## src/rtl/hilo_seq_unit.sv

```systemverilog
// hilo_seq_unit: HI/LO register unit with a one-cycle multiplier and a
// 32-cycle unsigned restoring divider.
// Optional feature macro: DIVZERO_TRAP_EN. When it is defined, an IDLE
// divide by zero does not start and instead pulses divzero_trap_md for
// one cycle. When it is undefined, the port is absent and a divide by zero
// runs the full 32 cycles, giving HI = A and LO = 32'hFFFFFFFF.
//
// Request handshake: a request is taken only in IDLE. While busy_md is
// high every request is ignored, and stall_md tells upstream to hold it.
module hilo_seq_unit (
  input  logic        clk,
  input  logic        reset_n,
  input  logic [31:0] sourceA_ex,
  input  logic [31:0] sourceB_ex,
  input  logic        mult_ex,
  input  logic        div_ex,
  input  logic        mthi_ex,
  input  logic        mtlo_ex,
  input  logic        mfhi_ex,
  input  logic        mflo_ex,
  output logic [31:0] rd_data_md,
  output logic [31:0] hi_md,
  output logic [31:0] lo_md,
  output logic        busy_md,
  output logic        stall_md
`ifdef DIVZERO_TRAP_EN
  ,
  output logic        divzero_trap_md
`endif
);

  typedef enum logic [1:0] {
    ST_IDLE = 2'd0,
    ST_MUL  = 2'd1,
    ST_DIV  = 2'd2
  } state_e;

  state_e      state_q, state_d;
  logic [31:0] hi_q, hi_d;
  logic [31:0] lo_q, lo_d;
  // a_q holds the dividend and is shifted into the quotient during DIV.
  logic [31:0] a_q, a_d;
  logic [31:0] b_q, b_d;
  logic [31:0] rem_q, rem_d;
  logic [4:0]  cnt_q, cnt_d;
`ifdef DIVZERO_TRAP_EN
  logic        trap_q, trap_d;
`endif

  logic        start;
  logic [63:0] prod;
  logic [32:0] shifted;
  logic [31:0] trial;
  logic        ge;
  logic [31:0] rem_next;
  logic [31:0] quo_next;

  // One restoring-division step and the full product, both from latched operands.
  always_comb begin
    prod     = {32'd0, a_q} * {32'd0, b_q};
    shifted  = {rem_q, a_q[31]};
    ge       = (shifted >= {1'b0, b_q});
    trial    = shifted[31:0] - b_q;
    rem_next = ge ? trial : shifted[31:0];
    quo_next = {a_q[30:0], ge};
  end

  // Next-state logic: request acceptance, moves, and per-state datapath updates.
  always_comb begin
    state_d = state_q;
    hi_d    = hi_q;
    lo_d    = lo_q;
    a_d     = a_q;
    b_d     = b_q;
    rem_d   = rem_q;
    cnt_d   = cnt_q;
    start   = mult_ex ^ div_ex;
`ifdef DIVZERO_TRAP_EN
    trap_d  = 1'b0;
    if (div_ex && !mult_ex && (sourceB_ex == 32'd0)) begin
      start  = 1'b0;
      trap_d = (state_q == ST_IDLE);
    end
`endif
    case (state_q)
      ST_IDLE: begin
        if (start) begin
          a_d     = sourceA_ex;
          b_d     = sourceB_ex;
          rem_d   = 32'd0;
          cnt_d   = 5'd0;
          state_d = mult_ex ? ST_MUL : ST_DIV;
        end else if (!mult_ex && !div_ex) begin
          if (mthi_ex) hi_d = sourceA_ex;
          if (mtlo_ex) lo_d = sourceA_ex;
        end
      end
      ST_MUL: begin
        hi_d    = prod[63:32];
        lo_d    = prod[31:0];
        state_d = ST_IDLE;
      end
      ST_DIV: begin
        rem_d = rem_next;
        a_d   = quo_next;
        if (cnt_q == 5'd31) begin
          hi_d    = rem_next;
          lo_d    = quo_next;
          cnt_d   = 5'd0;
          state_d = ST_IDLE;
        end else begin
          cnt_d = cnt_q + 5'd1;
        end
      end
      default: state_d = ST_IDLE;
    endcase
  end

  // State and datapath registers with synchronous active-low reset.
  always_ff @(posedge clk) begin
    if (!reset_n) begin
      state_q <= ST_IDLE;
      hi_q    <= 32'd0;
      lo_q    <= 32'd0;
      a_q     <= 32'd0;
      b_q     <= 32'd0;
      rem_q   <= 32'd0;
      cnt_q   <= 5'd0;
`ifdef DIVZERO_TRAP_EN
      trap_q  <= 1'b0;
`endif
    end else begin
      state_q <= state_d;
      hi_q    <= hi_d;
      lo_q    <= lo_d;
      a_q     <= a_d;
      b_q     <= b_d;
      rem_q   <= rem_d;
      cnt_q   <= cnt_d;
`ifdef DIVZERO_TRAP_EN
      trap_q  <= trap_d;
`endif
    end
  end

  // Outputs: register views, read mux (HI has priority) and stall.
  always_comb begin
    hi_md    = hi_q;
    lo_md    = lo_q;
    busy_md  = (state_q != ST_IDLE);
    stall_md = busy_md & (mult_ex | div_ex | mthi_ex | mtlo_ex | mfhi_ex | mflo_ex);
    if (mfhi_ex)      rd_data_md = hi_q;
    else if (mflo_ex) rd_data_md = lo_q;
    else              rd_data_md = 32'd0;
  end

`ifdef DIVZERO_TRAP_EN
  assign divzero_trap_md = trap_q;
`endif

endmodule

```

## config.mk

```make
export PLATFORM = sky130hd
export DESIGN_NAME = hilo_seq_unit
export DESIGN_NICKNAME = d
export VERILOG_FILES = /design/src/rtl/hilo_seq_unit.sv
export SDC_FILE = /design/constraint.sdc
export NUM_CORES = 2
export LEC_CHECK = 0
export BUFFER_PORTS_ARGS = -buffer_cell sky130_fd_sc_hd__clkbuf_2
export CAP_MARGIN = 5
export CORE_ASPECT_RATIO = 1.75
export CORE_MARGIN = 1.5
export CORE_UTILIZATION = 25
export CTS_CLUSTER_SIZE = 24
export DETAILED_ROUTE_END_ITERATION = 10
export PLACE_DENSITY_LB_ADDON = 0.2
export RECOVER_POWER = 25
export SLEW_MARGIN = 20
export SYNTH_ARGS = -nofsm -noshare
export SYNTH_HDL_FRONTEND = slang
export SYNTH_SLANG_ARGS = --single-unit
```

## constraint.sdc

```tcl
create_clock -name clk -period 16.1 [get_ports clk]
set_input_delay 0 -clock clk [delete_from_list [all_inputs] [get_ports clk]]
set_output_delay 0 -clock clk [all_outputs]
set_load 0.02 [all_outputs]
```

* Word level (Yosys, flattened, before mapping) *
Index checks and enable logic that the tools add are counted.

cells by class
  add/sub/neg operators = 2
  $mul = 1
  magnitude comparators = 1
  eq/ne operators = 9
  multiplexer cells = 24
  bitwise operators = 7
  reductions and logical operators = 12

operator list
  operator                                                         count
  32-bit 2-to-1 mux                                                13
  32-bit one-hot mux with 3 select lines                           2
  32-bit one-hot mux with 2 select lines                           2
  32-bit by 32-bit multiplier with 64-bit output                   1
  33-bit by 32-bit >= comparator with 1-bit output                 1
  32-bit subtractor                                                1
  2-bit inequality test, second input constant                     6
  5-bit 2-to-1 mux                                                 2
  5-bit one-hot mux with 2 select lines                            1
  5-bit AND reduction                                              2
  2-bit 2-to-1 mux                                                 3
  2-bit AND reduction                                              3
  5-bit by 1-bit adder with 5-bit output, second input constant    1
  5-bit == test, second input constant                             1
  1-bit OR                                                         5
  2-bit one-hot mux with 2 select lines                            1
  2-bit nonzero test                                               2
  3-bit nonzero test                                               1
  2-bit by 1-bit == test with 1-bit output, second input constant  1
  2-bit == test, second input constant                             1
  1-bit zero test                                                  2
  2-bit zero test                                                  1
  1-bit AND                                                        1
  1-bit logical AND                                                1
  1-bit bitwise XOR                                                1

word-level totals
  bits in registers = 167
  bits of input ports = 72
  output and inout bits = 98
  word-level logic and storage cells = 63

* Logic depth before layout (Yosys ltp) *
  word-level depth = 6
  gate-level depth with buffers = 28

* Least setup slack after synthesis *
Ideal clock, no wire load.

  path type = reg-to-reg
  start = register a_q[31]
  end = register hi_q[31], in the netlist hi_md[31]
  library setup time = 0.115 ns
  arrival time = 7.202 ns
  setup slack = 8.783 ns
  stages on the path, launching flop included = 29
  path buffers = 3
  cell sequence = dfxtp_1 -> clkbuf_1 -> clkbuf_1 -> nand2_1 -> fa_1 -> inv_1 -> fa_1 -> fa_1 -> inv_1 -> fa_1 -> inv_1 -> fa_1 -> fa_1 -> fa_1 -> inv_1 -> fa_1 -> inv_1 -> ha_1 -> buf_4 -> a21oi_1 -> o21ai_0 -> a31oi_1 -> o21ai_0 -> a311oi_1 -> o31ai_2 -> a221o_1 -> a221oi_2 -> a2bb2oi_2 -> nand2_1

between the ends
  word-level cells in the longest chain between the ends = 4

RTL lines
  item                                                                                    RTL line  text
  from (decl)                                                                             42        logic [31:0] a_q, a_d;
  from (signal assigned)                                                                  125       a_q <= 32'd0;
  from (signal assigned)                                                                  136       a_q <= a_d;
  branches (longest 3 deep; another with 32-bit by 32-bit multiplier with 64-bit output)  --
  32-bit one-hot mux with 3 select lines *                                                85        case (state_q)
  to (signal assigned)                                                                    134       hi_q <= hi_d;
  to (decl)                                                                               39        logic [31:0] hi_q, hi_d;

Mark *: on every way between the ends. The select of a mux whose other input is x is not followed.
A chain may end at the register's enable or synchronous reset.

* Worst setup path in the final report *
  start = register a_q[31]
  end = register hi_q[22], in the netlist hi_md[22]

The elaborated chain is that of the path after synthesis.

==> insert_results.sql <==
INSERT INTO impl_metrics (metric_group, metric, value, unit) VALUES
('floorplan', 'initial_utilization', '25.13', '%'),
('critical_path', 'worst-r2r-cell-count', '23', ''),
('critical_path', 'worst-r2r-setup-slack', '6930', 'ps'),
('floorplan', 'floorplan.die.height', '557.0', 'um'),
('critical_path', 'worstPathArrival', '9560', 'ps'),
('sta', 'max_slew_margin', '-62.11', '%'),
('power_and_ir_drop', 'switching_power', '0.002599', 'W'),
('sta', 'timing.setup.tns', '0', 'ps'),
('sta', 'final.period_utilization', '56.96', '%'),
('sta', 'timing.final.max_slew_violations', '66', ''),
('run_status', 'status', 'complete, but fails checks', ''),
('synth', 'ys_async_sr_fraction', '0', '%'),
('synth', 'number_of_enable_type_register_cells_in_the_synthesized_netlist', '0', ''),
('synth', 'synth_largest_type_area_fraction', '40.96', '%'),
('finish', 'finalCoreUtilization', '27.56', '%'),
('critical_path', 'crit_reg_reg_startpoint', 'a_q[31]$_SDFFE_PN0P_', ''),
('critical_path', 'critPathMaxFanout', '18', ''),
('global_route', 'grt_pass1_vias', '39400', ''),
('sta', 'final.setup_skew', '15.22', 'ps'),
('place', 'io_buffers', '169', ''),
('place', 'half_perimeter_wire_length_of_the_detailed_placement_result', '134200', 'um'),
('synth', 'synth_area', '0.04385', 'mm^2'),
('synth', 'synthFlopType', 'dfxtp_1', ''),
('synth', 'post_synth_main_area_contributors', 'fa_1 41%, ha_1 8.6%, and2_1 8.4%, inv_1 7.8%, dfxtp_1 7.6%', ''),
('routing', 'wirelength', '169600', 'um'),
('cts', 'cts_inserted_buffers', '17', ''),
('synth', 'yosys_warnings', '0', ''),
('floorplan', 'die-area', '0.1780', 'mm^2'),
('power_and_ir_drop', 'pwr_density_cell', '91.23', 'mW/mm^2'),
('routing', 'routedWlPerCell', '22.96', 'um'),
('power_and_ir_drop', 'p_leak', '22.85', 'nW'),
('worst_hold_path', 'worstHoldPathType', 'primary input to flip-flop', ''),
('synth', 'synth_top_cells_by_count', '912 x inv_1, 897 x fa_1, 785 x nand2_1', ''),
('global_route', 'antenna_found_initial', '16', ''),
('power_and_ir_drop', 'power.sequential.fraction', '12.1', '%'),
('routing', 'vias_per_cell', '4.776', ''),
('global_route', 'grt_remaining_overflow', '0', ''),
('sta', 'rsz0062_at_grt', 'no', ''),
('power_and_ir_drop', 'power.share.clock', '10.9', '%'),
('power_and_ir_drop', 'intPower', '0.001788', 'W'),
('run', 'maxCapViolCount', '1', ''),
('finish', 'finalNetCount', '6385', ''),
('routing', 'detailroute.via_count', '35280', ''),
('routing', 'final_antenna_net_count', '0', ''),
('cts', 'ctsRootBufferMaster', 'clkbuf_16', ''),
('floorplan', 'std_cell_rows', '203', ''),
('worst_hold_path', 'timing.hold.worst_path_depth', '5', ''),
('critical_path', 'start_kind', 'flip-flop', ''),
('floorplan', 'die_w', '319.6', 'um'),
('global_route', 'grt_first_pass_wirelength', '254300', 'um'),
('routing', 'post-route-drc-count', '0', ''),
('global_route', 'pin_count_of_the_biggest_net_entering_global_routing', '83', ''),
('cts', 'htree_levels', '4', ''),
('worst_hold_path', 'hold_end', 'hi_md[25]$_SDFFE_PN0P_', ''),
('cts', 'worst_skew_pair.late_latency', '520', 'ps'),
('worst_hold_path', 'hold_start', 'mthi_ex', ''),
('run_status', 'violations', 'max-capacitance violations, max-slew violations', ''),
('floorplan', 'core_area', '0.1745', 'mm^2'),
('synth', 'synth.distinct_cells', '89', ''),
('synth', 'synthCells', '5107', ''),
('power_and_ir_drop', 'power.combinational.fraction', '77.0', '%'),
('cts', 'cts.repair_timing.setup_buffer_count', '0', ''),
('finish', 'drive_above_1_share', '5.482', '%'),
('power_and_ir_drop', 'vdd_ir_drop_max', '0.09732', 'mV'),
('sta', 'worst_hold_slack', '248.8', 'ps'),
('finish', 'area_growth', '9.665', '%'),
('critical_path', 'timing.critical_path.from', 'a_q[31]$_SDFFE_PN0P_', ''),
('sta', 'final.min_clock_period', '9171', 'ps'),
('synth', 'avgSynthCellArea', '8.585', 'um^2'),
('sta', 'tightestPinTransition', '2432', 'ps'),
('critical_path', 'crit_required', '16490', 'ps');
-- cell type report --
| cell class | instances | share of cell area [%] |
|---|---|---|
| multi-input cells | 3691 | 74.34 |
| flip-flops and latches | 167 | 6.997 |
| clock inverters | 15 | 0.3877 |
| well taps | 2255 | 5.868 |
| diodes | 5 | 0.02602 |
| repair buffers | 322 | 4.366 |
| clock buffers | 17 | 0.8847 |
| inverters | 914 | 7.135 |
-- per-stage QoR --
step           setup slack (ps)  cells  area, um^2  power [W]
2_1_floorplan              8783   5107       43850   0.002577
3_3_place_gp               7044   7275       46800   0.003929
3_5_place_dp               7098   7275       46800   0.003912
4_1_cts                    7065   7381       48150   0.004455
5_1_grt                    6997   7383       48080   0.004711
6_report                   6929   7386       48080   0.004387
-- cells by family after synthesis --
logic type | count (synthesis) | synth area share (%)
buffers and inverters | 1249 | 11.00
multiplexers | 28 | 0.6763
AND/OR/NAND/NOR | 1731 | 19.37
flip-flops | 167 | 7.625
adder cells (fa/ha/maj) | 1200 | 49.60
AO/OA/AOI/OAI | 651 | 10.11
XOR/XNOR | 81 | 1.618
-- what timing repair did --
action / 4_1_cts / 5_1_grt
endpoints found under the hold margin: 116 / 0
hold buffers: 74 / 0
gates resized for setup: 0 / 0
-- cells in the final DEF (no fill, tap or decap), types with 21 or more instances in the layout --
| master | n |
|---|---|
| ha_1 | 300 |
| clkbuf_1 | 66 |
| dlygate4sd3_1 | 74 |
| nand2_1 | 784 |
| o211a_1 | 35 |
| a21oi_1 | 155 |
| nand3_1 | 49 |
| o211ai_1 | 39 |
| a21boi_0 | 58 |
| xor2_1 | 29 |
| and2_1 | 590 |
| buf_4 | 80 |
| o21ai_0 | 127 |
| fa_1 | 897 |
| nor2_1 | 134 |
| dfxtp_1 | 150 |
| o21bai_1 | 23 |
| inv_1 | 912 |
| clkbuf_2 | 102 |
| nor2b_1 | 48 |
| xnor2_1 | 52 |
| nand2b_1 | 21 |
| nand4_1 | 32 |
| a21o_1 | 46 |
-- how the worst max path moves through the flow --
stage               slack, ps                     end  cells after the start
floorplan                8780  hi_md[31]$_SDFFE_PN0P_                     28
global placement         7040  hi_md[22]$_SDFFE_PN0P_                     23
detailed placement       7100  hi_md[22]$_SDFFE_PN0P_                     23
CTS                      7070  hi_md[22]$_SDFFE_PN0P_                     23
global route             7000  hi_md[22]$_SDFFE_PN0P_                     23
finish                   6930  hi_md[22]$_SDFFE_PN0P_                     23
-- metal layers --
metal / routed length (um) / GRT usage [%] / vias to the layer above
met5: 0 / 0 / -
met4: 10110 / 10.09 / 0
met3: 4037 / 1.046 / 289
met2: 96760 / 39.16 / 816
met1: 58670 / 19.63 / 18530
li1: - / - / 15640
-- power by group through the flow --
stage	sequential, W	combinational (W)	clock [W]
2_1_floorplan	0.000529	0.00205	0
3_3_place_gp	0.000540	0.00339	0
3_5_place_dp	0.000540	0.00337	0
4_1_cts	0.000531	0.00343	0.000492
5_1_grt	0.000534	0.00368	0.000500
6_report	0.000530	0.00338	0.000477
-- state kept, by name (all words and copies together) (netlist names) --
name / cells
b_q: 32
state_q: 2
lo_md: 32
cnt_q: 5
rem_q: 32
hi_md: 32
a_q: 32
-- worst max-delay path: stages (launching register included) --
cell and delay, ps:
dfxtp_1 340, clkinv_1 580, nor2_1 380, fa_1 480, fa_1 680, inv_1 90, fa_1 450, fa_1 550
inv_1 60, fa_1 600, fa_1 440, fa_1 610, ha_1 270, ha_1 400, nand2_1 190, o21ai_0 320
a21oi_1 600, o21ai_0 260, a31oi_1 630, o221a_2 410, o21a_1 140, nor2_1 40, a31oi_1 370, o21ai_0 140
Note: power is estimated with default switching activity, not from simulation.
